### config.mk
export PLATFORM = sky130hd
export DESIGN_NAME = red_target_pattern_gen
export DESIGN_NICKNAME = d
export VERILOG_FILES = /design/src/rtl/red_target_pattern_gen.sv
export SDC_FILE = /design/constraint.sdc
export NUM_CORES = 1
export LEC_CHECK = 0
export ABC_AREA = 1
export CORE_MARGIN = 4
export CORE_UTILIZATION = 40
export CTS_BUF_LIST = sky130_fd_sc_hd__clkbuf_8
export DETAILED_ROUTE_END_ITERATION = 10
export DONT_BUFFER_PORTS = 1
export SLEW_MARGIN = 30
export SYNTH_ARGS = -nofsm -noshare
export SYNTH_HDL_FRONTEND = slang
export SYNTH_SLANG_ARGS = --single-unit
### constraint.sdc
create_clock -name clk -period 5.07 [get_ports clk]
set_input_delay 0.507 -clock clk [delete_from_list [all_inputs] [get_ports clk]]
set_output_delay 0.507 -clock clk [all_outputs]
set_load 0.01 [all_outputs]
### src/rtl/red_target_pattern_gen.sv
// Synthetic VGA source: grey raster with a bouncing red box and its ground-truth bounding box.
// Optional macro PATTERN_NOISE_EN adds sparse LFSR-driven red noise pixels outside the box.
module red_target_pattern_gen #(
  parameter int BOX_W        = 40,
  parameter int BOX_H        = 30,
  parameter int BOX_X0       = 300,
  parameter int BOX_Y0       = 225,
  parameter int X_LO         = 16,
  parameter int X_HI         = 623,
  parameter int Y_LO         = 8,
  parameter int Y_HI         = 471,
  parameter int H_ACTIVE     = 640,
  parameter int H_SYNC_START = 656,
  parameter int H_SYNC_END   = 751,
  parameter int H_TOTAL      = 800,
  parameter int V_ACTIVE     = 480,
  parameter int V_SYNC_START = 490,
  parameter int V_SYNC_END   = 491,
  parameter int V_TOTAL      = 525
) (
  input  logic        clk,
  input  logic        reset,
  input  logic        target_en,
  input  logic        move_en,
  input  logic [3:0]  step,
  output logic        h_sync,
  output logic        v_sync,
  output logic        DE,
  output logic [9:0]  x_pixel,
  output logic [9:0]  y_pixel,
  output logic [15:0] data,
  output logic        frame_start,
  output logic [9:0]  box_x_min,
  output logic [9:0]  box_x_max,
  output logic [9:0]  box_y_min,
  output logic [9:0]  box_y_max,
  output logic [15:0] frame_cnt
);

  localparam logic [9:0]  H_LAST  = 10'(H_TOTAL - 1);
  localparam logic [9:0]  V_LAST  = 10'(V_TOTAL - 1);
  localparam logic [9:0]  H_ACT   = 10'(H_ACTIVE);
  localparam logic [9:0]  V_ACT   = 10'(V_ACTIVE);
  localparam logic [9:0]  HS_B    = 10'(H_SYNC_START);
  localparam logic [9:0]  HS_E    = 10'(H_SYNC_END);
  localparam logic [9:0]  VS_B    = 10'(V_SYNC_START);
  localparam logic [9:0]  VS_E    = 10'(V_SYNC_END);
  localparam logic [10:0] XLO     = 11'(X_LO);
  localparam logic [10:0] XHI     = 11'(X_HI);
  localparam logic [10:0] YLO     = 11'(Y_LO);
  localparam logic [10:0] YHI     = 11'(Y_HI);
  localparam logic [10:0] BW_M1   = 11'(BOX_W - 1);
  localparam logic [10:0] BH_M1   = 11'(BOX_H - 1);
  localparam logic [10:0] X_CLAMP = 11'(X_HI - BOX_W + 1);
  localparam logic [10:0] Y_CLAMP = 11'(Y_HI - BOX_H + 1);
  localparam logic [9:0]  X0      = 10'(BOX_X0);
  localparam logic [9:0]  Y0      = 10'(BOX_Y0);
  localparam logic [9:0]  X0_MAX  = 10'(BOX_X0 + BOX_W - 1);
  localparam logic [9:0]  Y0_MAX  = 10'(BOX_Y0 + BOX_H - 1);
  localparam logic [15:0] RED     = 16'hF800;
  localparam logic [15:0] GREY    = 16'h4208;

  logic [9:0]  h_q, h_d, v_q, v_d;
  logic [9:0]  bx_q, bx_d, bxm_q, bxm_d, by_q, by_d, bym_q, bym_d;
  logic        dx_q, dx_d, dy_q, dy_d, ten_q, ten_d;
  logic [15:0] fcnt_q, fcnt_d;
  logic        hs_q, hs_d, vs_q, vs_d, de_q, de_d, fs_q, fs_d;
  logic [9:0]  xp_q, xp_d, yp_q, yp_d;
  logic [15:0] data_q, data_d;
  logic        active, in_box, noise;
  logic [10:0] xs, ys;

  // One bounce step on one axis; returns {new_dir, new_pos}. All math is 11-bit so nothing wraps.
  function automatic logic [10:0] axis_step(input logic [9:0] pos, input logic dir,
                                            input logic [3:0] st, input logic [10:0] lo,
                                            input logic [10:0] hi, input logic [10:0] len_m1,
                                            input logic [10:0] clamp_hi);
    logic [10:0] p, s, r;
    p = {1'b0, pos};
    s = {7'd0, st};
    if (dir) begin
      if (p + len_m1 + s > hi) return {1'b0, clamp_hi[9:0]};
      r = p + s;
      return {1'b1, r[9:0]};
    end
    if (p < lo + s) return {1'b1, lo[9:0]};
    r = p - s;
    return {1'b0, r[9:0]};
  endfunction

`ifdef PATTERN_NOISE_EN
  logic [15:0] lfsr_q;
  always_ff @(posedge clk or posedge reset) begin
    if (reset) lfsr_q <= 16'hACE1;
    else       lfsr_q <= {1'b0, lfsr_q[15:1]} ^ (lfsr_q[0] ? 16'hB400 : 16'h0000);
  end
  assign noise = (lfsr_q[13:0] == 14'd0);
`else
  assign noise = 1'b0;
`endif

  always_comb begin
    h_d    = (h_q == H_LAST) ? 10'd0 : h_q + 10'd1;
    v_d    = v_q;
    if (h_q == H_LAST) v_d = (v_q == V_LAST) ? 10'd0 : v_q + 10'd1;
    bx_d   = bx_q;
    bxm_d  = bxm_q;
    by_d   = by_q;
    bym_d  = bym_q;
    dx_d   = dx_q;
    dy_d   = dy_q;
    fcnt_d = fcnt_q;
    xs     = axis_step(bx_q, dx_q, step, XLO, XHI, BW_M1, X_CLAMP);
    ys     = axis_step(by_q, dy_q, step, YLO, YHI, BH_M1, Y_CLAMP);
    // Latch the enable only on the raster wrap so a frame is never half-drawn.
    ten_d  = (h_q == H_LAST && v_q == V_LAST) ? target_en : ten_q;
    if (h_q == 10'd0 && v_q == V_ACT) begin
      fcnt_d = fcnt_q + 16'd1;
      if (move_en && step != 4'd0) begin
        bx_d  = xs[9:0];
        dx_d  = xs[10];
        bxm_d = xs[9:0] + BW_M1[9:0];
        by_d  = ys[9:0];
        dy_d  = ys[10];
        bym_d = ys[9:0] + BH_M1[9:0];
      end
    end

    active = (h_q < H_ACT) && (v_q < V_ACT);
    in_box = ten_q && (h_q >= bx_q) && (h_q <= bxm_q) && (v_q >= by_q) && (v_q <= bym_q);
    hs_d   = !((h_q >= HS_B) && (h_q <= HS_E));
    vs_d   = !((v_q >= VS_B) && (v_q <= VS_E));
    de_d   = active;
    xp_d   = active ? h_q : 10'd0;
    yp_d   = active ? v_q : 10'd0;
    fs_d   = (h_q == 10'd0) && (v_q == 10'd0);
    data_d = !active ? 16'h0000 : ((in_box || noise) ? RED : GREY);
  end

  always_ff @(posedge clk or posedge reset) begin
    if (reset) begin
      h_q    <= '0;
      v_q    <= '0;
      bx_q   <= X0;
      bxm_q  <= X0_MAX;
      by_q   <= Y0;
      bym_q  <= Y0_MAX;
      dx_q   <= 1'b1;
      dy_q   <= 1'b1;
      ten_q  <= 1'b0;
      fcnt_q <= '0;
      hs_q   <= 1'b1;
      vs_q   <= 1'b1;
      de_q   <= 1'b0;
      xp_q   <= '0;
      yp_q   <= '0;
      data_q <= '0;
      fs_q   <= 1'b0;
    end else begin
      h_q    <= h_d;
      v_q    <= v_d;
      bx_q   <= bx_d;
      bxm_q  <= bxm_d;
      by_q   <= by_d;
      bym_q  <= bym_d;
      dx_q   <= dx_d;
      dy_q   <= dy_d;
      ten_q  <= ten_d;
      fcnt_q <= fcnt_d;
      hs_q   <= hs_d;
      vs_q   <= vs_d;
      de_q   <= de_d;
      xp_q   <= xp_d;
      yp_q   <= yp_d;
      data_q <= data_d;
      fs_q   <= fs_d;
    end
  end

  assign h_sync      = hs_q;
  assign v_sync      = vs_q;
  assign DE          = de_q;
  assign x_pixel     = xp_q;
  assign y_pixel     = yp_q;
  assign data        = data_q;
  assign frame_start = fs_q;
  assign box_x_min   = bx_q;
  assign box_x_max   = bxm_q;
  assign box_y_min   = by_q;
  assign box_y_max   = bym_q;
  assign frame_cnt   = fcnt_q;

endmodule

* Yosys cells after proc, flatten, opt, wreduce, memory -nomap -nowiden
Index checks and enable logic that the tools add are counted.
Word-level totals: latch bits 0, input bits 8, flip-flop bits (word level) 119, bits in writable memories 0, memories kept 0, logic and storage cells 94, bits in read-only memories 0, output and inout port bits 96
Cells by class: shift-type cells 0, equality and inequality tests 3, order comparisons 14, divide/modulo/power cells 0, multipliers 0, bitwise logic cells 0, muxes and demuxes 28, add/subtract/negate cells 15, reduce and logical (&&, ||, !) cells 17
Operators by type and width (count):
- $mux W11 | 12
- $mux W10 | 4
- $mux W16 | 2
- $add A11 B4 Y11 | 2
- $add A10 B1 Y10 const B | 2
- $add A10 B4 Y10 | 2
- $eq A10 B10 Y1 const B | 2
- $ge A10 B10 Y1 | 2
- $le A10 B10 Y1 | 2
- $logic_not A10 Y1 | 2
- $sub A10 B4 Y10 | 2
- $add A16 B1 Y16 const B | 1
- $add A10 B5 Y11 const B | 1
- $add A10 B6 Y11 const B | 1
- $gt A11 B10 Y1 const B | 1
- $gt A11 B9 Y1 const B | 1
- $logic_and A1 B1 Y1 | 11
- $add A10 B5 Y10 const B | 1
- $add A10 B6 Y10 const B | 1
- $eq A10 B9 Y1 const B | 1
- $ge A10 B10 Y1 const B | 1
- $ge A10 B9 Y1 const B | 1
- $le A10 B10 Y1 const B | 1
- $le A10 B9 Y1 const B | 1
- 10 further kinds | 20

* Logic depth before layout (Yosys ltp)
Gate-level depths: netlist of the first run.
depth after elaboration 11, gate-level depth with buffers 24, mapped depth without buffers 24

* Worst setup path before layout of the first run
OpenSTA, ideal clock, no wires.
kind input to register, from in step[1], to reg bxm_q[6] (netlist: box_x_max[6]), arrival time 3.034 ns, data required time 5.010 ns, buffers on the path 0, path slack 1.976 ns, setup time 0.060 ns, stages 23, path through inv_1 ha_1 inv_1 ha_1 fa_1 nand3_1 nand2_1 nand2_1 nand2_1 nand2_1 nor2_1 nor2_1 nand2_4 nand2_4 inv_2 o21ai_4 ha_1 nand2_2 nand2_2 nand2_1 nand2_1 nand3_1 nand2_1
On the way: cells in the longest elaborated chain, start to end 10, elaborated cells on any way between the ends 19, classes of those cells 5 x add/sub; 2 x order compare; 9 x mux; 3 x reduce/logical
Ends and longest elaborated chain:
- start, declared | RTL line 25 | input logic [3:0] step,
- $add A11 B4 Y11 | RTL line 82 | if (p + len_m1 + s > hi) return {1'b0, clamp_hi[9:0]};
- $gt A11 B10 Y1 | RTL line 82
- $mux W1 | RTL line 82
- $mux W1 | RTL line 81 | if (dir) begin
- $mux W11 | RTL line 83 | r = p + s;
- $mux W11 | RTL line 81
- $mux W11 | RTL line 86 | if (p < lo + s) return {1'b1, lo[9:0]};
- $mux W11 | RTL line 87 | r = p - s;
- $mux W11 | RTL line 86
- $add A10 B6 Y10 | RTL line 122 | bxm_d = xs[9:0] + BW_M1[9:0];
- end signal, assigned | RTL line 163 | bxm_q <= bxm_d;
- end, declared | RTL line 64 | logic [9:0] bx_q, bx_d, bxm_q, bxm_d, by_q, by_d, bym_q, bym_d;
Parallel ways exist; a longest one is shown, timed or not. The select of a mux whose other input is x is not followed. A chain may end at the register's enable or synchronous reset.

* Final worst setup path of the first run
from reg bx_q[1] (netlist: box_x_min[1]), to reg bxm_q[6] (netlist: box_x_max[6])
On the way: cells in the longest elaborated chain, start to end 11, elaborated cells on any way between the ends 16, classes of those cells 5 x add/sub; 2 x order compare; 9 x mux
Ends and longest elaborated chain:
- start, declared | RTL line 64
- start signal, assigned | RTL line 144 | bx_q <= X0;
- start signal, assigned | RTL line 162 | bx_q <= bx_d;
- $add A10 B6 Y11 | RTL line 82
- $add A11 B4 Y11 | RTL line 82
- $gt A11 B10 Y1 | RTL line 82
- $mux W1 | RTL line 82
- $mux W1 | RTL line 81
- $mux W11 | RTL line 83
- $mux W11 | RTL line 81
- $mux W11 | RTL line 86
- $mux W11 | RTL line 87
- $mux W11 * | RTL line 86
- $add A10 B6 Y10 * | RTL line 122
Mark *: on every way between the ends. The rest lies on a longest branch, timed or not. The select of a mux whose other input is x is not followed.

==> reports/qor.csv, run 1 <==
metric;value;unit
ctsHtreeMaxLevel;3;
crit_slowest_cell;dfrtp_1;
p_total;1810;uW
synth_cell_types;54;
clk_latency;400;ps
grt_max_degree;60;
setup_viol;0;
worst_slew_pin_slew;767;ps
antenna_found_initial;0;
synth_common_cells;nand2_1, inv_1, nor2_1;
slew_headroom;48.9;%
synth_most_common_cell;nand2_1;
powerDensity;216;nW/um^2
grt_pass1_vias;6520;
max_cap_viol_count;0;
seq_area_frac_synth;33.4;%
cts_tree;done;
routedWlPerCell;16.2;um
vias;6617;
clkPwrFrac;29.6;%
ys_top_cells_by_area;dfrtp_1, ha_1, nand2_1;
io_pins;104;
fin_worst_skew;15.8;ps
cp.required;5410;ps
swShare;34.4;%
gp_congestion;0.870;
clk_pin_slew_worst_paths;110;ps
initialDrtViolationCount;371;
yosysTopAreaCell;dfrtp_1;
drc;0;
cts.sinks;105;
ys_ff_latch;105;
crit_path_frequent_cell;nand2_1;
totalWireLength;21.0;mm
post_cts_resized;0;
track_usage;19.7;%
fmax;0.295;GHz
p_sw;624;uW
synthCells;1028;
tns;0;ps
n_antenna_cell;0;
avgSynthCellArea;7.75;sq um
overflow;0;
finalMaxSlewViolations;0;
post-route-period-util;66.9;%
dp_hpwl;16.5;mm
multi_input_area;4570;sq um
ctsHoldBuffers;0;
io_buffers;0;
nets;1126;
crit_chain;inv_1 -> ha_1 -> inv_1 -> ha_1 -> fa_1 -> nand3_1 -> nand2_1 -> nand2_1 -> nand2_1 -> nand2_1 -> nor2_1 -> nor2_1 -> nand2_4 -> nand2_4 -> inv_2 -> o21ai_4 -> ha_1 -> nand2_2 -> nand2_2 -> nand2_1 -> nand2_1 -> nand3_1 -> nand2_1;
num_rows;51;
synth_warnings;0;
via_per_inst;5.10;
pwr-share-comb;20.4;%
syn-cell-area;7970;sq um
power_frac_seq;50.0;%
critPathLaunchType;flip-flop;
fin_crit;3390;ps
endpoint_kind;flip-flop;
grt_pass1_wl;34.8;mm
core_area;19500;sq um
hold_class;in -> async;
synthFlopType;dfrtp_1;
p_int;1190;uW
critPathMaxStageDelay;560;ps
worstPathMaxFanout;7;
die_x;149;um
antenna_left;0;
worstSetupPathType;reg -> reg;
cp_top_family;simple AND/OR/NAND/NOR gates;
synth_top_area_share;25.4;%
dieHeight;149;um
leakage;0.00425;uW
post_cts_buffers;0;
initial_core_util;40.8;%
crit_buf_inv;3;
cts_buffers;9;
cts.path.max_buffers;2;
die_area;22200;sq um
syn2layout_area_growth;5.31;%
irDropWorstVdd;0.000121;V
finalHoldViolations;0;
synth-async-reset-ratio;100;%
root_buffer;clkbuf_8;
fillers;2026;
drtPass1Iterations;5;
synth-edff-count;0;
worstPathArrival;3740;ps
rsz0062_at_grt;no;
drive_above_1_share;9.88;%
largest_reg_flops;16;
final-seq-area;2660;sq um
outcome;finished clean;
layout by cell type (no fill, tap or decap), types with 3 or more instances in the layout:
cell and count:
a31oi_1 4, inv_1 150, nand2_2 15, dfstp_2 24, conb_1 10, xor2_1 25
o21a_1 6, nor4_4 3, o21ai_1 5, nand4_1 29, o2111ai_1 3, o211ai_1 5
nor3_1 16, nand2_1 213, o21ai_0 42, nand3b_1 3, nor4_1 10, inv_6 3
ha_1 85, nor2_1 97, dfrtp_1 81, nand3_2 3, clkbuf_8 10, nor2_4 4
nand4_2 3, nand2_4 4, inv_2 10, xnor2_1 8, nand3_1 69, clkinv_1 3
buf_4 3, a21oi_1 47, nor2_2 3, fa_1 6
per-layer routing:
layer | share of wire [%] | routed length [um] | track usage (%)
met3 | 7.3 | 1530 | 5.56
met4 | 2.0 | 411 | 5.77
met5 | 0 | 0 | 0
met1 | 44 | 9170 | 25.6
met2 | 47 | 9910 | 32.0
cell type report:
type,count,area share [%]
timing repair buffer,3,0.268
inverter,164,7.37
clock inverter,6,0.656
tap,265,3.95
clock buffer,10,1.64
multi-input combinational,744,54.4
sequential,105,31.7
worst paths after layout:
kind / from / endpoint / slack, ps / depth (start not counted)
worst max-delay path: box_x_min[1] / box_x_max[6] / 1680 / 23
worst min-delay path: reset / x_pixel[5] / 110 / 1
worst max register to register: box_x_min[1] / box_x_max[6] / 1680 / 23
worst min register to register: h_q[0] / h_q[0] / 460 / 1
max in group asynchronous: reset / h_q[4] / 3900 / 2
min in group clk: target_en / ten_q / 260 / 1
power by group through the flow:
stage	Sequential (uW)	Clock [uW]	Combinational, uW
finish	906	537	369
global route	911	586	430
CTS	907	561	371
detailed placement	923	0	369
global placement	922	0	366
floorplan	904	0	299
per-stage QoR:
step | setup slack (ps) | instances | hold slack, ps | util, % | cell area, sq um
2_1_floorplan | 1840 | 1037 | 432 | - | 8000
3_3_place_gp | 1770 | 1281 | 445 | 42.0 | 8200
3_5_place_dp | 1700 | 1281 | 455 | 42.0 | 8200
4_1_cts | 1650 | 1297 | 124 | 43.0 | 8390
5_1_grt | 1270 | 1297 | 168 | 43.0 | 8390
6_report | 1680 | 1297 | 112 | 43.0 | 8390
worst reg2reg max path: cells and delay by family (launching register included):
kind | cells | cell delay, ps
simple gates | 15 | 1260
fa+ha+maj | 4 | 1130
flops | 1 | 560
buf+inv | 3 | 250
compound gates | 1 | 160
kinds of logic after synthesis:
group	synth area share, %
AOI/OAI and AO/OA	9.09
xor gates and xnor gates	3.63
adders and majority gates	14.9
buffers and inverters	9.74
DFF	33.4
muxes	0.141
other	0.0471
and+or+nand+nor	29.1
(Power assumes the default switching activity.)
==> run 2: changes to the inputs <==
Clock period 5.07 ns to 2.8 ns, I/O delays scaled along.
==> run 2 against run 1 <==
  * The flow now finishes with violations (negative setup slack)
  * First-iteration DRC count rose by 5.1%
  * Combinational power rose to 2.8 times the previous value
  * Die area did not move
  * Wire length rose by 6.8%
  * Global-route usage rose by 0.32 points
  * Count of clock-buffer cells in the layout did not move
  * Critical path depth fell by 3
  * Largest power group unchanged
==> reports/qor.csv, run 2 (same netlist as run 1, synthesis figures left out) <==
metric;value;unit
antenna_left;0;
p_sw;1230;uW
leakage;0.00476;uW
num_rows;51;
syn2layout_area_growth;19.9;%
p_total;3570;uW
vias;6979;
irDropWorstVdd;0.000203;V
placed_cells;1352;
fmax;0.347;GHz
initialDrtViolationCount;390;
die_area;22200;sq um
worst_slew_pin_slew;682;ps
drtPass1Iterations;5;
drive_above_1_share;24.6;%
outcome;finished, violations left;
finalMaxSlewViolations;0;
grt_max_degree;56;
cts.path.max_buffers;2;
cts_tree;done;
io_pins;104;
totalWireLength;22.4;mm
final_cells;1387;
largest_reg_flops;16;
antenna_found_initial;0;
routedWlPerCell;16.2;um
grt_pass1_wl;35.4;mm
worstSetupPathType;reg -> reg;
ctsHtreeMaxLevel;3;
worstPathArrival;3230;ps
worstPathMaxFanout;7;
tns;-599;ps
fin_ws;-85.3;ps
fin_worst_skew;18.4;ps
violations;negative setup slack;
gp_congestion;0.931;
setup_viol;13;
pwr-share-comb;29.3;%
critPathLaunchType;flip-flop;
cts_buffers;9;
final_common_cell;nand2_1;
p_int;2330;uW
hold-worst-slack;24.3;ps
drc;0;
endpoint_kind;flip-flop;
cp.required;3150;ps
core_area;19500;sq um
io_buffers;0;
root_buffer;clkbuf_8;
dieHeight;149;um
powerDensity;373;nW/um^2
place_ws;-103;ps
power_frac_seq;45.3;%
fin_crit;2890;ps
finalHoldViolations;0;
post-route-period-util;103;%
rsz0062_at_grt;yes;
die_x;149;um
clkPwrFrac;25.4;%
hold_class;in -> reg;
max_cap_viol_count;0;
cts.sinks;105;
track_usage;20.0;%
dp_hpwl;17.4;mm
clk_latency;400;ps
swShare;34.6;%
overflow;0;
layout_common_cells;nand2_1, inv_1, nor2_1;
via_per_inst;5.03;
slew_headroom;54.1;%
initial_core_util;40.8;%
clk_pin_slew_worst_paths;110;ps
grt_pass1_vias;6752;
n_antenna_cell;0;
nets;1216;
[run 2: repair_timing]
action / in CTS / in global routing
setup endpoints to repair: 16 / 28
pin swaps: 25 / 36
resized for setup: 17 / 78
setup buffers: 7 / 11
hold buffers: 1 / 0
cloned: 0 / 0
endpoints found under the hold margin: 14 / 0
[run 2: path summary, 6_finish.rpt]
kind,startpoint,to,slack [ps],cells past startpoint
max in group asynchronous,reset,box_y_max[5],1610,3
hold / removal,target_en,ten_q,20,1
setup / recovery,box_y_min[1],box_y_max[4],-90,20
min in group asynchronous,reset,x_pixel[5],370,2
hold reg to reg,h_q[0],h_q[0],460,1
setup reg to reg,box_y_min[1],box_y_max[4],-90,20
[run 2: power by group through the flow]
stage                     clock [uW]  combinational [uW]  sequential, uW
after floorplan                    0                 576            1640
after global placement             0                 840            1640
after detailed placement           0                 844            1640
after CTS                        941                 900            1620
after global routing             992                1160            1620
final                            908                1040            1620
[run 2: critical path, cell delays in order (launching register included)]
cell and delay (ps):
dfrtp_2 450, ha_4 170, inv_2 50, fa_1 440, ha_2 200, inv_2 70, nand2_4 60, nand2_4 80
nand3_4 70, a21oi_2 180, nand4_4 170, and2_4 210, nand3_4 60, nand2_4 70, ha_4 180, inv_4 70
nand3_2 80, nand3_2 80, nand2_1 50, nand2_1 50, nand2_1 50
[run 2: layout make-up]
| cell class | instances | area [sq um] |
|---|---|---|
| fillers | 1970 | 9970 |
| multi-input cells | 744 | 5030 |
| flip-flops and latches | 105 | 2660 |
| repair buffers | 93 | 732 |
| inverters | 164 | 629 |
| well taps | 265 | 332 |
| clock buffers | 10 | 138 |
| clock inverters | 6 | 37.5 |
[run 2: routing by layer]
layer  vias up  track usage [%]  share of wire, %
li1       3503                -                 -
met1      3289             26.0                44
met2       165             32.5                48
met3        22             6.41               7.0
met4         0             4.85               1.3
met5         -                0                 0
[run 2: metrics by stage]
stage | utilization (%) | instance area (sq um)
floorplan | - | 8120
global placement | 45.4 | 8860
detailed placement | 45.4 | 8860
CTS | 47.1 | 9200
global route | 48.9 | 9550
finish | 48.9 | 9550
